==> src/rtl/encoder8_3_req.sv <==
// Registered 8-to-3 request encoder: collects request bits, presents one index at a time.
// Latency: request sampled at edge k is pending after k, presented (y_valid=1) after k+1.
// Backpressure: y/y_valid held stable while y_ready=0; one index per cycle while y_ready=1.
//
// Ports:
//   clk, rst_n        rising-edge clock, asynchronous active-low reset
//   en                capture enable for the request vector i
//   i[N-1:0]          request vector, any number of bits may be set
//   y[W-1:0]          index currently presented, valid when y_valid=1
//   y_valid, y_ready  valid/ready handshake on y
//   pend[N-1:0]       registered pending-request vector
//   ovf               one-cycle pulse: request arrived for a bit already pending
//
// Build option: define ENC_ROUND_ROBIN_EN for round-robin selection starting after the
// last accepted index; otherwise fixed priority with the highest index winning.
module encoder8_3_req #(
    parameter int N = 8,
    parameter int W = 3
) (
    input  logic         clk,
    input  logic         rst_n,
    input  logic         en,
    input  logic [N-1:0] i,
    output logic [W-1:0] y,
    output logic         y_valid,
    input  logic         y_ready,
    output logic [N-1:0] pend,
    output logic         ovf
);

    typedef enum logic {
        ST_IDLE    = 1'b0,
        ST_PRESENT = 1'b1
    } state_t;

    state_t       r_state;
    state_t       w_state_nxt;
    logic [W-1:0] r_y;
    logic [W-1:0] w_y_nxt;
    logic [N-1:0] r_pend;
    logic [N-1:0] w_pend_nxt;
    logic         r_ovf;
    logic         w_ovf_nxt;
    logic         w_xfer;
    logic [N-1:0] w_clr;
    logic [N-1:0] w_remain;
    logic [N-1:0] w_sel_vec;
    logic [W-1:0] w_pick;

`ifdef ENC_ROUND_ROBIN_EN
    logic [W-1:0] r_ptr;
    logic [W-1:0] w_sel_last;

    // First set bit searching upward from last+1, wrapping; last itself is checked last.
    function automatic logic [W-1:0] f_pick_rr(input logic [N-1:0] v, input logic [W-1:0] last);
        logic [W-1:0] r;
        logic [W-1:0] idx;
        logic         found;
        r     = '0;
        found = 1'b0;
        for (int k = 1; k <= N; k++) begin
            idx = last + W'(k);
            if (!found && v[idx]) begin
                r     = idx;
                found = 1'b1;
            end
        end
        return r;
    endfunction
`else
    // Highest set bit wins.
    function automatic logic [W-1:0] f_pick_hi(input logic [N-1:0] v);
        logic [W-1:0] r;
        r = '0;
        for (int k = 0; k < N; k++) begin
            if (v[k]) begin
                r = W'(k);
            end
        end
        return r;
    endfunction
`endif

    assign w_xfer = (r_state == ST_PRESENT) && y_ready;

    always_comb begin
        w_clr = '0;
        if (w_xfer) begin
            w_clr[r_y] = 1'b1;
        end
    end

    assign w_remain = r_pend & ~w_clr;

    // A fresh request on the bit being cleared re-sets it (OR after the clear).
    assign w_pend_nxt = en ? (w_remain | i) : w_remain;
    assign w_ovf_nxt  = en && (|(i & w_remain));

    // Selection only looks at registered state: in PRESENT the just-accepted bit is excluded,
    // so same-edge arrivals never get presented before they are registered.
    assign w_sel_vec = (r_state == ST_PRESENT) ? w_remain : r_pend;

`ifdef ENC_ROUND_ROBIN_EN
    // During a transfer the accepted index becomes the new pointer, so search after it.
    assign w_sel_last = (r_state == ST_PRESENT) ? r_y : r_ptr;
    assign w_pick     = f_pick_rr(w_sel_vec, w_sel_last);
`else
    assign w_pick = f_pick_hi(w_sel_vec);
`endif

    always_comb begin
        w_state_nxt = r_state;
        w_y_nxt     = r_y;
        case (r_state)
            ST_IDLE: begin
                if (|r_pend) begin
                    w_y_nxt     = w_pick;
                    w_state_nxt = ST_PRESENT;
                end
            end
            ST_PRESENT: begin
                if (y_ready) begin
                    if (|w_remain) begin
                        w_y_nxt = w_pick;
                    end else begin
                        w_state_nxt = ST_IDLE;
                    end
                end
            end
            default: begin
                w_state_nxt = ST_IDLE;
            end
        endcase
    end

    always_ff @(posedge clk or negedge rst_n) begin
        if (!rst_n) begin
            r_state <= ST_IDLE;
            r_y     <= '0;
            r_pend  <= '0;
            r_ovf   <= 1'b0;
        end else begin
            r_state <= w_state_nxt;
            r_y     <= w_y_nxt;
            r_pend  <= w_pend_nxt;
            r_ovf   <= w_ovf_nxt;
        end
    end

`ifdef ENC_ROUND_ROBIN_EN
    always_ff @(posedge clk or negedge rst_n) begin
        if (!rst_n) begin
            r_ptr <= W'(N - 1);
        end else if (w_xfer) begin
            r_ptr <= r_y;
        end
    end
`endif

    assign y       = r_y;
    assign y_valid = (r_state == ST_PRESENT);
    assign pend    = r_pend;
    assign ovf     = r_ovf;

endmodule

==> config.mk <==
export PLATFORM = sky130hd
export DESIGN_NAME = encoder8_3_req
export DESIGN_NICKNAME = d
export VERILOG_FILES = /design/src/rtl/encoder8_3_req.sv
export SDC_FILE = /design/constraint.sdc
export NUM_CORES = 1
export LEC_CHECK = 0
export BUFFER_PORTS_ARGS = -buffer_cell sky130_fd_sc_hd__buf_2
export CORE_MARGIN = 8
export CORE_UTILIZATION = 43
export DETAILED_ROUTE_END_ITERATION = 6
export GPL_TIMING_DRIVEN = 0
export PLACE_DENSITY = 0.72
export SLEW_MARGIN = 20
export SYNTH_ARGS = -nofsm -noshare
export SYNTH_HDL_FRONTEND = slang
export SYNTH_SLANG_ARGS = --single-unit
==> constraint.sdc <==
create_clock -name clk -period 2 [get_ports clk]
set_clock_uncertainty 0.2 [all_clocks]
set_input_delay 0.1 -clock clk [delete_from_list [all_inputs] [get_ports clk]]
set_output_delay 0.1 -clock clk [all_outputs]
set_load 0.005 [all_outputs]
Word-level counts from Yosys, hierarchy flattened:

Index checks and enable logic that the tools add are counted.

* register bits after elaboration: 13
* bits in latches: 0
* memory bits (writable): 0
* bits in read-only memories: 0
* output and inout bits: 13
* logic and storage cells: 41
* memories kept: 0

* $add $sub $neg: 0
* multipliers: 0
* divide/modulo/power cells: 0
* $lt $le $gt $ge: 2
* equal/unequal tests: 3
* shift operators: 0
* mux-type cells: 20
* bitwise operators: 5
* reduce and logical (&&, ||, !) cells: 7

Operators with widths (number)
* two-way mux 8 bit: 3
* OR reduction 8 bit: 3
* two-way mux 3 bit: 7
* AND 8 bit: 2
* NOT 8 bit: 1
* OR 8 bit: 1
* one-hot mux 3 bit (2 select lines): 1
* two-way mux 1 bit: 5
* < comparator 3 x 4 -> 1 bit (second input constant): 1
* two-way mux 2 bit: 2
* != test 2 bit (second input constant): 2
* demux 1 bit (select 3 bit): 1
* >= comparator 3 x 1 -> 1 bit (second input constant): 1
* logical AND 1 bit: 3
* AND reduction 3 bit: 1
* != test 2 x 1 -> 1 bit (second input constant): 1
* one-hot mux 1 bit (2 select lines): 1
* NOT 1 bit: 1

Longest topological paths before layout:

Gate-level depths: netlist of the first run.

* word-level depth: 18
* depth in mapped cells: 5
* gate-level depth less buffers: 5

Least setup slack after synthesis of the first run:

No wires, ideal clock.

* path kind: register to register
* from: register r_y[2], in the netlist y[2]
* to: register r_y[1], in the netlist y[1]
* data arrival time: 1.659 ns
* data required time: 1.675 ns
* setup slack: 0.016 ns
* cell stages (with the launch flop): 6
* buffers on the path: 0
* cells stage by stage: dfrtp_1 > nand3b_1 > o31ai_2 > nand4b_4 > o211ai_4 > mux2_4

* word-level cells in the longest chain between the ends: 17
* elaborated cells between the ends (all ways): 22

Ends and longest elaborated chain
* start, declared: RTL line 38 `logic [W-1:0] r_y;`
* start signal, assigned: RTL line 144 `r_y <= w_y_nxt;`
* < comparator 3 x 4 -> 1 bit (not written as such) or >= comparator 3 x 1 -> 1 bit (tied branches): RTL line 89 `w_clr[r_y] = 1'b1;`
* logical AND 1 bit (not written as such): RTL line 89
* two-way mux 1 bit (not written as such): RTL line 89
* demux 1 bit (select 3 bit) *: RTL line 89
* two-way mux 8 bit *: RTL line 88 `if (w_xfer) begin`
* NOT 8 bit *: RTL line 93 `assign w_remain = r_pend & ~w_clr;`
* AND 8 bit *: RTL line 93
* two-way mux 8 bit: RTL line 101 `assign w_sel_vec = (r_state == ST_PRESENT) ? w_remain : r_pend;`
* two-way mux 2 bit (2 in series): RTL line 76 `if (v[k]) begin`
* two-way mux 3 bit (4 in series): RTL line 76
* two-way mux 3 bit: RTL line 123 `if (|w_remain) begin`
* two-way mux 3 bit: RTL line 122 `if (y_ready) begin`
* one-hot mux 3 bit (2 select lines): RTL line 114 `case (r_state)`

Every way passes the cells marked *; elsewhere a longest branch is shown, timed or not. The select of a mux whose other input is x is not followed.
A chain may end at the register's enable or synchronous reset.

Final worst setup path of the first run:

Ends and elaborated chain as after synthesis.

==> flow_metrics.py, run 1 <==
metrics = {
    "outcome": {
        "status": "finished, final reports clean",
    },
    "place": {
        "io_buffers": 23,
        "gp_congestion": 0.8369,
        "place_ws_ns": -0.1777,
        "dpl.hpwl_um": 1581,
    },
    "setup_path": {
        "worst-setup-path-type": "reg2reg",
        "critPathArrivalTime_ns": 1.96,
        "crit_fanout": 5,
        "worstPathCellList": "nand3b_1 -> buf_6 -> o21a_4 -> nand4b_4 -> o211ai_4 -> mux2_4",
        "slowest_delay_ns": 0.41,
        "cp_slowest_cell": "dfrtp_1",
        "cp.required_ns": 1.97,
        "crit_path_end_kind": "register",
        "startpoint_type": "register",
    },
    "sta": {
        "slew_headroom": 0.7594,
        "setup_viol": 0,
        "report.final.hold_viol_count": 0,
        "tns_ns": 0,
        "drv_slew": 0,
        "fmax_mhz": 502.6,
        "holdWs_ns": 0.02277,
        "setup_slack_ns": 0.01035,
        "period_needed_ns": 1.990,
        "rsz0062_at_grt": "true",
        "min_period_over_period": 0.9948,
        "worst-slew-pin-transition_ns": 0.3609,
    },
    "yosys": {
        "synth-main-ff-cell": "dfrtp_1",
        "avgSynthCellArea_um2": 10.12,
        "synth.cell_area_um2": 769.5,
        "ys_warn_count": 0,
        "synth_top_area_frac": 0.4228,
        "synth-seq-area-share": 0.4228,
        "synth-seq-cells": 13,
        "synth_cell_types": 34,
        "synth_nets": 88,
        "synthCells": 76,
        "async_flop_share": 1.000,
        "synthTopCellsByArea": "dfrtp_1, nand2_1, mux2_4",
        "synth_enable_flop_cells": 0,
        "yosysTopAreaCell": "dfrtp_1",
    },
    "route": {
        "ant_nets": 0,
        "routedWlPerCell_um": 16.28,
        "remaining_drc_errors": 0,
        "route.vias.total": 853,
        "first_iter_violations": 26,
        "wl_um": 2637,
        "vias_per_cell": 5.265,
        "drt_first_pass_iters": 5,
    },
    "finish": {
        "final_common_cell": "buf_2",
        "fin_nets": 150,
        "area.growth.synth_to_final_pct": 73.50,
        "antennaDiodeCount": 0,
        "drive_gt1_frac": 0.4891,
        "final_cell_mix": "buf_2, buf_4, nand2_1",
        "final_core_util": 0.7817,
        "fill_cells": 115,
    },
    "grt": {
        "gr-total-overflow": 0,
        "grt_usage": 0.1445,
        "grt_pass1_wl_um": 3864,
        "grt_start_max_net_pins": 14,
        "antenna_found_initial": 0,
        "grt_pass1_vias": 841,
    },
    "clock_tree": {
        "cts_buffer_depth": 2,
        "root_buffer": "clkbuf_4",
        "clk_pin_slew_ns": 0.08,
        "cts_inserted_buffers": 3,
        "cts_tree": "done",
        "clock-sinks": 13,
        "insertion_delay_ns": 0.29,
        "h-tree-depth": 1,
    },
    "floorplan": {
        "core_area_mm2": 0.001708,
        "dieArea_mm2": 0.003399,
        "initial_core_util": 0.4505,
        "rows": 15,
        "io_pins": 25,
        "fp.dieH_um": 58.30,
        "fp.dieW_um": 58.30,
    },
    "min_path": {
        "hold_path.class": "in2async",
    },
    "job": {
        "maxCapViolCount": 0,
    },
    "pwr": {
        "p_leak_nw": 0.6205,
        "powerDensity_mw_per_mm2": 930.5,
        "ir_drop_mv": 0.7543,
    },
}
[final cells by class]
class | count | area (um2) | share of cell area
well taps | 25 | 31.28 | 0.02343
inverters | 6 | 22.52 | 0.01687
repair buffers | 57 | 415.4 | 0.3112
clock buffers | 4 | 26.28 | 0.01968
plain buffers | 1 | 3.754 | 0.002812
multi-input cells | 56 | 506.7 | 0.3796
flip-flops and latches | 13 | 329.1 | 0.2465
[state kept, by name, summed over array words and instances (netlist names)]
name / count
pend: 8
y: 3
ovf: 1
y_valid: 1
[cells in the mapped netlist (2+ instances only)]
master / number
nand2_1: 16
dfrtp_1: 13
inv_1: 6
o21a_1: 3
o21ai_1: 3
mux2_4: 2
nand2b_1: 2
nand3_1: 2
nor2_1: 2
o21ai_2: 2
o22ai_1: 2
[per-layer routing]
metal / track usage / vias up / routed length (um)
met5: 0 / - / 0
met4: 0.06643 / 0 / 63
met3: 0.04130 / 7 / 143
met2: 0.2535 / 35 / 1344
met1: 0.1558 / 409 / 1086
li1: - / 402 / -
[final timing paths]
check | from | end | slack [ns] | cells after the start
min reg2reg | pend[3] | pend[3] | 0.44 | 2
max in group asynchronous | rst_n | y[0] | 1.32 | 2
min | rst_n | pend[1] | 0.02 | 2
max reg2reg | y[2] | y[1] | 0.01 | 6
min in group clk | y_ready | pend[7] | 0.12 | 4
max | y[2] | y[1] | 0.01 | 6
[stage by stage]
stage / std cells / power, W / area, um2
2_1_floorplan: 76 / 0.0006397 / 769.5
3_3_place_gp: 124 / 0.0007745 / 915.9
3_5_place_dp: 124 / 0.0007919 / 915.9
4_1_cts: 149 / 0.001008 / 1165
5_1_grt: 162 / 0.001306 / 1335
6_report: 162 / 0.001242 / 1335
[worst max-delay path, delay by kind of cell (launching register included)]
family	cells	cell delay (ns)
compound gates	2	0.44
flops	1	0.41
simple gates	2	0.37
mux	1	0.32
buf+inv	1	0.15
[logic make-up after synthesis]
kind of cell | share of synthesized area
AO/OA/AOI/OAI | 0.2553
flip-flops | 0.4228
buffers and inverters | 0.03414
multiplexers | 0.05203
AND/OR/NAND/NOR | 0.2358
[what timing repair did]
action                     in CTS  in global routing
hold buffers                   15                  0
gates resized for setup         5                 14
pin swaps                       5                 10
setup buffers                   6                 14
setup endpoints to repair       4                  4
hold endpoints to repair       23                  0
[power breakdown]
part | total (W) | leakage, nW | internal [W] | switching, W
logic | 0.000644 | 0.481 | 0.000322 | 0.000322
clock network | 0.000168 | 0.0150 | 0.0000775 | 0.0000905
registers | 0.000430 | 0.125 | 0.000325 | 0.000105
(Power assumes the default switching activity.)
==> run 2, diff against run 1 <==
- ABC_AREA: default -> 1
- CORE_UTILIZATION: 43 -> 42
==> run 2 against run 1 <==
- synthesized cell count grew 20%
- total power shrank 43%
- worst setup slack gained 0.21 ns
==> flow_metrics.py, run 2 <==
metrics = {
    "clock_tree": {
        "root_buffer": "clkbuf_4",
        "h-tree-depth": 1,
        "cts_inserted_buffers": 3,
        "clock-sinks": 13,
        "cts_tree": "done",
        "clk_pin_slew_ns": 0.08,
        "post-cts-setup-buffers": 0,
        "insertion_delay_ns": 0.28,
        "cts_buffer_depth": 2,
    },
    "setup_path": {
        "crit_path_end_kind": "register",
        "cp.required_ns": 1.98,
        "reg2regPathDepth": 10,
        "path_depth": 10,
        "crit_buf_inv": 2,
        "startpoint_type": "register",
        "crit_top_cell": "nand2_1",
        "crit_fanout": 6,
        "slowest_delay_ns": 0.43,
        "worstPathCellList": "inv_1 -> nand3_1 -> o21ai_1 -> nand2_1 -> nor2_2 -> nand2_2 -> nand2_4 -> inv_2 -> nand2_1 -> nand2_1",
        "cpLargestDelayFamily": "simple AND/OR/NAND/NOR gates",
        "worst-setup-path-type": "reg2reg",
        "cp_slowest_cell": "dfrtp_1",
        "critPathArrivalTime_ns": 1.75,
    },
    "yosys": {
        "synth-compound-area-share": 0.1709,
        "muxShareOfSynthArea": 0,
        "synth_top_family_by_area": "simple AND/OR/NAND/NOR gates",
        "avgSynthCellArea_um2": 7.645,
        "synth_xor_area_frac": 0,
        "synth-seq-cells": 13,
        "synthTopCellsByCount": "nand2_1, dfrtp_1, inv_1",
        "synth_adder_area_share": 0,
        "synth-seq-area-share": 0.4676,
        "synth-main-ff-cell": "dfrtp_1",
        "synth.cell_area_um2": 695.7,
        "synthTopCellsByArea": "dfrtp_1, nand2_1, inv_1",
        "ys_warn_count": 0,
        "synth_cell_types": 17,
        "yosysTopAreaCell": "dfrtp_1",
        "synth.most_common_cell": "nand2_1",
        "async_flop_share": 1.000,
        "synthCells": 91,
        "synth_enable_flop_cells": 0,
        "synth_top_area_frac": 0.4676,
        "yosys.area_share.simple": 0.2806,
        "synth_nets": 103,
    },
    "finish": {
        "fill_cells": 140,
        "area.growth.synth_to_final_pct": 39.75,
        "fin_nets": 143,
        "antennaDiodeCount": 0,
        "final_cell_mix": "nand2_1, buf_2, inv_1, dfrtp_1, dlygate4sd3_1",
        "final_common_cell": "nand2_1",
        "stdcell_count": 146,
        "largest_register_ffs": 8,
        "drive_gt1_frac": 0.3000,
    },
    "sta": {
        "rsz0062_at_grt": "false",
        "tns_ns": 0,
        "slew_headroom": 0.8065,
        "period_needed_ns": 1.776,
        "holdWs_ns": 0.01623,
        "report.final.hold_viol_count": 0,
        "worst-slew-pin-transition_ns": 0.2903,
        "fmax_mhz": 563.1,
        "setup_viol": 0,
        "drv_slew": 0,
        "min_period_over_period": 0.8879,
    },
    "route": {
        "drt_first_pass_iters": 4,
        "remaining_drc_errors": 0,
        "wl_um": 1823,
        "first_iter_violations": 16,
        "routedWlPerCell_um": 12.49,
        "ant_nets": 0,
        "vias_per_cell": 5.041,
        "route.vias.total": 736,
    },
    "pwr": {
        "total_power_w": 0.0007113,
        "power.switching_w": 0.0002434,
        "p_leak_nw": 0.4847,
        "clkPwrFrac": 0.231,
        "internal_power_w": 0.0004679,
        "power_frac_seq": 0.460,
        "ir_drop_mv": 0.6136,
        "powerDensity_mw_per_mm2": 731.6,
        "p_sw_frac": 0.3422,
        "combPwrFrac": 0.309,
    },
    "floorplan": {
        "fp.dieW_um": 56.70,
        "dieArea_mm2": 0.003215,
        "fp.dieH_um": 56.70,
        "initial_core_util": 0.4565,
        "rows": 14,
        "core_area_mm2": 0.001524,
        "io_pins": 25,
    },
    "grt": {
        "grt_usage": 0.1205,
        "grt_use_met1": 0.1377,
        "grt_pass1_wl_um": 3132,
        "antenna_found_initial": 0,
        "gr-total-overflow": 0,
        "grt_util_met3": 0.04719,
        "grt_start_max_net_pins": 14,
        "grt_pass1_vias": 734,
        "busiest_layer": "met2",
        "grt_use_met2": 0.1897,
    },
    "place": {
        "gp_congestion": 0.7967,
        "dpl.hpwl_um": 1401,
        "io_buffers": 24,
        "dp_cells": 131,
    },
    "min_path": {
        "hold_path.class": "in2reg",
        "hold_depth": 3,
    },
    "outcome": {
        "status": "finished, final reports clean",
    },
    "job": {
        "maxCapViolCount": 0,
    },
}
## run 2: cell count changes after synthesis, moves of 3 or more
cell,previous run,this run
inv_1,6,13
o21ai_0,1,8
nand2_1,16,26
nor2_1,2,7
o21a_1,3,0
## run 2: cell type report
type,instances,area [um2],area share
multi-input combinational,63,314.1,0.3230
clock buffer,4,26.28,0.02703
inverter,15,56.30,0.05792
sequential,13,325.3,0.3346
tap,16,20.02,0.02059
timing repair buffer,35,230.2,0.2368
## run 2: final timing paths
check,from,endpoint,slack (ns)
worst max-delay path,y[0],y[0],0.22
worst max register to register,y[0],y[0],0.22
max in group asynchronous,rst_n,pend[0],1.34
min in group asynchronous,rst_n,y[1],0.03
worst min register to register,pend[2],pend[2],0.35
worst min-delay path,en,ovf,0.02
## run 2: per-stage QoR
step / area, um2 / setup WS (ns) / utilization
2_1_floorplan: 695.7 / 0.4262 / -
3_3_place_gp: 835.8 / 0.2812 / 0.5484
3_5_place_dp: 835.8 / 0.2637 / 0.5484
4_1_cts: 972.2 / 0.2479 / 0.6379
5_1_grt: 972.2 / 0.07688 / 0.6379
6_report: 972.2 / 0.2242 / 0.6379
## run 2: cells by family (layout without fill, tap and decap cells)
| kind of cell | after synthesis | after routing |
|---|---|---|
| DFF | 13 | 13 |
| and+or+nand+nor | 43 | 43 |
| buffers and inverters | 15 | 54 |
| AOI/OAI and AO/OA | 20 | 20 |
## run 2: per-layer routing
layer	vias up	routed length (um)
met4	0	27
met2	26	876
met1	335	807
li1	370	-
met5	-	0
met3	5	112
## run 2: timing repair
item	4_1_cts	5_1_grt
endpoints found under the hold margin	21	0
gates resized for setup	0	0
hold buffers	11	0
## run 2: tightest hold or removal path, stage by stage
cell	delay [ns]
buf_2	0.11
inv_1	0.15
a21oi_1	0.08
## run 2: power by group through the flow
stage | registers (W) | logic, W | clock network (W)
finish | 0.000327 | 0.000220 | 0.000164
global route | 0.000332 | 0.000246 | 0.000186
CTS | 0.000327 | 0.000222 | 0.000167
global placement | 0.000330 | 0.000198 | 0
floorplan | 0.000333 | 0.000118 | 0
detailed placement | 0.000332 | 0.000204 | 0
==> run 3, diff against run 2 <==
- CTS_BUF_LIST: default -> sky130_fd_sc_hd__clkbuf_16
==> run 3 against run 2 <==
- non-clock buffer count unchanged
- final cell count unchanged
- sequential cell count unchanged
- final area grew 5.4%
- worst setup slack gained 0.024 ns
==> flow_metrics.py, run 3 (synthesis gave the netlist of run 2 again) <==
metrics = {
    "grt": {
        "grt_pass1_vias": 737,
        "antenna_found_initial": 0,
        "grt_pass1_wl_um": 3187,
        "grt_usage": 0.1227,
        "gr-total-overflow": 0,
        "grt_start_max_net_pins": 14,
    },
    "finish": {
        "largest_register_ffs": 8,
        "drive_gt1_frac": 0.3000,
        "stdcell_count": 146,
        "fin_nets": 143,
        "multiInputGateArea_um2": 314.1,
        "fill_cells": 130,
        "final_common_cell": "nand2_1",
        "final_cell_mix": "nand2_1, buf_2, inv_1",
        "antennaDiodeCount": 0,
        "area.growth.synth_to_final_pct": 47.30,
        "regArea_um2": 325.3,
    },
    "clock_tree": {
        "cts_buffer_depth": 2,
        "h-tree-depth": 1,
        "clk_pin_slew_ns": 0.04,
        "clock-sinks": 13,
        "cts_tree": "done",
        "cts_inserted_buffers": 3,
        "root_buffer": "clkbuf_16",
        "insertion_delay_ns": 0.24,
        "post-cts-setup-buffers": 0,
    },
    "sta": {
        "min_period_over_period": 0.8758,
        "period_needed_ns": 1.752,
        "setup_viol": 0,
        "tns_ns": 0,
        "rsz0062_at_grt": "false",
        "drv_slew": 0,
        "worst-slew-pin-transition_ns": 0.3059,
        "fmax_mhz": 570.9,
        "slew_headroom": 0.7960,
        "setup_slack_ns": 0.2483,
        "report.final.hold_viol_count": 0,
    },
    "setup_path": {
        "slowest_delay_ns": 0.41,
        "critPathArrivalTime_ns": 1.69,
        "reg2regPathDepth": 10,
        "worstPathCellList": "inv_1 -> nand3_1 -> o21ai_1 -> nand2_1 -> nor2_2 -> nand2_2 -> nand2_4 -> inv_2 -> nand2_1 -> nand2_1",
        "cp_slowest_cell": "dfrtp_1",
        "crit_path_end_kind": "register",
        "cp-endpoint": "y[0]",
        "worst-setup-path-type": "reg2reg",
        "crit_top_cell": "nand2_1",
        "r2r_start": "y[0]",
        "crit_fanout": 6,
        "regToRegSetupSlack_ns": 0.25,
        "cp.required_ns": 1.93,
        "reg2reg_to": "y[0]",
        "startpoint_type": "register",
        "cp-startpoint": "y[0]",
    },
    "place": {
        "dpl.hpwl_um": 1401,
        "place_ws_ns": 0.2637,
        "io_buffers": 24,
        "gp_congestion": 0.7967,
        "dp_cells": 131,
    },
    "pwr": {
        "p_leak_nw": 0.5120,
        "ir_drop_mv": 0.5772,
        "powerDensity_mw_per_mm2": 898.9,
    },
    "route": {
        "ant_nets": 0,
        "drt_first_pass_iters": 4,
        "first_iter_violations": 13,
        "vias_per_cell": 5.027,
        "routedWlPerCell_um": 12.76,
        "wl_um": 1863,
        "remaining_drc_errors": 0,
        "route.vias.total": 734,
    },
    "floorplan": {
        "io_pins": 25,
        "core_area_mm2": 0.001524,
        "dieArea_mm2": 0.003215,
        "initial_core_util": 0.4565,
        "rows": 14,
        "fp.dieW_um": 56.70,
        "fp.dieH_um": 56.70,
    },
    "min_path": {
        "hold_path.class": "in2reg",
    },
    "job": {
        "maxCapViolCount": 0,
    },
    "outcome": {
        "status": "finished, final reports clean",
    },
}
[run 3: changes by cell type in the layout (fill, tap and decap cells not counted)]
| cell | before | now |
|---|---|---|
| clkbuf_1 | 1 | 0 |
| clkbuf_16 | 0 | 3 |
| clkbuf_4 | 3 | 0 |
| inv_1 | 13 | 14 |
[run 3: worst min path at each step]
stage,from,endpoint,depth (start not counted),slack [ns]
5_1_grt,en,ovf,3,0.09
3_3_place_gp,rst_n,pend[5],1,-0.20
6_report,en,ovf,3,0.06
2_1_floorplan,rst_n,ovf,0,-0.40
4_1_cts,en,ovf,3,0.05
3_5_place_dp,rst_n,pend[5],1,-0.20
[run 3: stage by stage]
step	instance area [um2]	hold WS, ns	util	power [W]
3_3_place_gp	835.8	-0.1957	0.5484	0.0005282
4_1_cts	1025	0.05486	0.6724	0.0009285
2_1_floorplan	695.7	-0.3956	-	0.0004513
5_1_grt	1025	0.08950	0.6724	0.0009718
3_5_place_dp	835.8	-0.1962	0.5484	0.0005357
6_report	1025	0.05586	0.6724	0.0009212
[run 3: critical path: cells and delay by family (launching register included)]
| kind | cells | cell delay, ns |
|---|---|---|
| DFF | 1 | 0.41 |
| AOI/OAI and AO/OA | 1 | 0.26 |
| buffers and inverters | 2 | 0.10 |
| and+or+nand+nor | 7 | 0.67 |
[run 3: per-layer routing]
| metal | global-route usage | up-vias | routed length [um] |
|---|---|---|---|
| met5 | 0 | - | 0 |
| met4 | 0.05155 | 0 | 34 |
| met3 | 0.04045 | 5 | 98 |
| met2 | 0.2006 | 23 | 914 |
| met1 | 0.1414 | 338 | 816 |
| li1 | - | 368 | - |
[run 3: area by class of cell]
| cell class | count | area share |
|---|---|---|
| flip-flops and latches | 13 | 0.3175 |
| multi-input cells | 63 | 0.3065 |
| repair buffers | 35 | 0.2247 |
| clock buffers | 3 | 0.07326 |
| inverters | 15 | 0.05495 |
| well taps | 16 | 0.01954 |
| clock inverters | 1 | 0.003663 |
[run 3: power breakdown]
group / internal (W) / leakage, nW / switching (W)
Combinational: 0.0000926 / 0.338 / 0.000126
Sequential: 0.000299 / 0.132 / 0.0000288
Clock: 0.000264 / 0.0423 / 0.000111
[run 3: what timing repair did]
action / CTS / global route
endpoints found under the setup margin: 0 / 0
endpoints found under the hold margin: 21 / 0
resized for setup: 0 / 0
hold buffers: 11 / 0
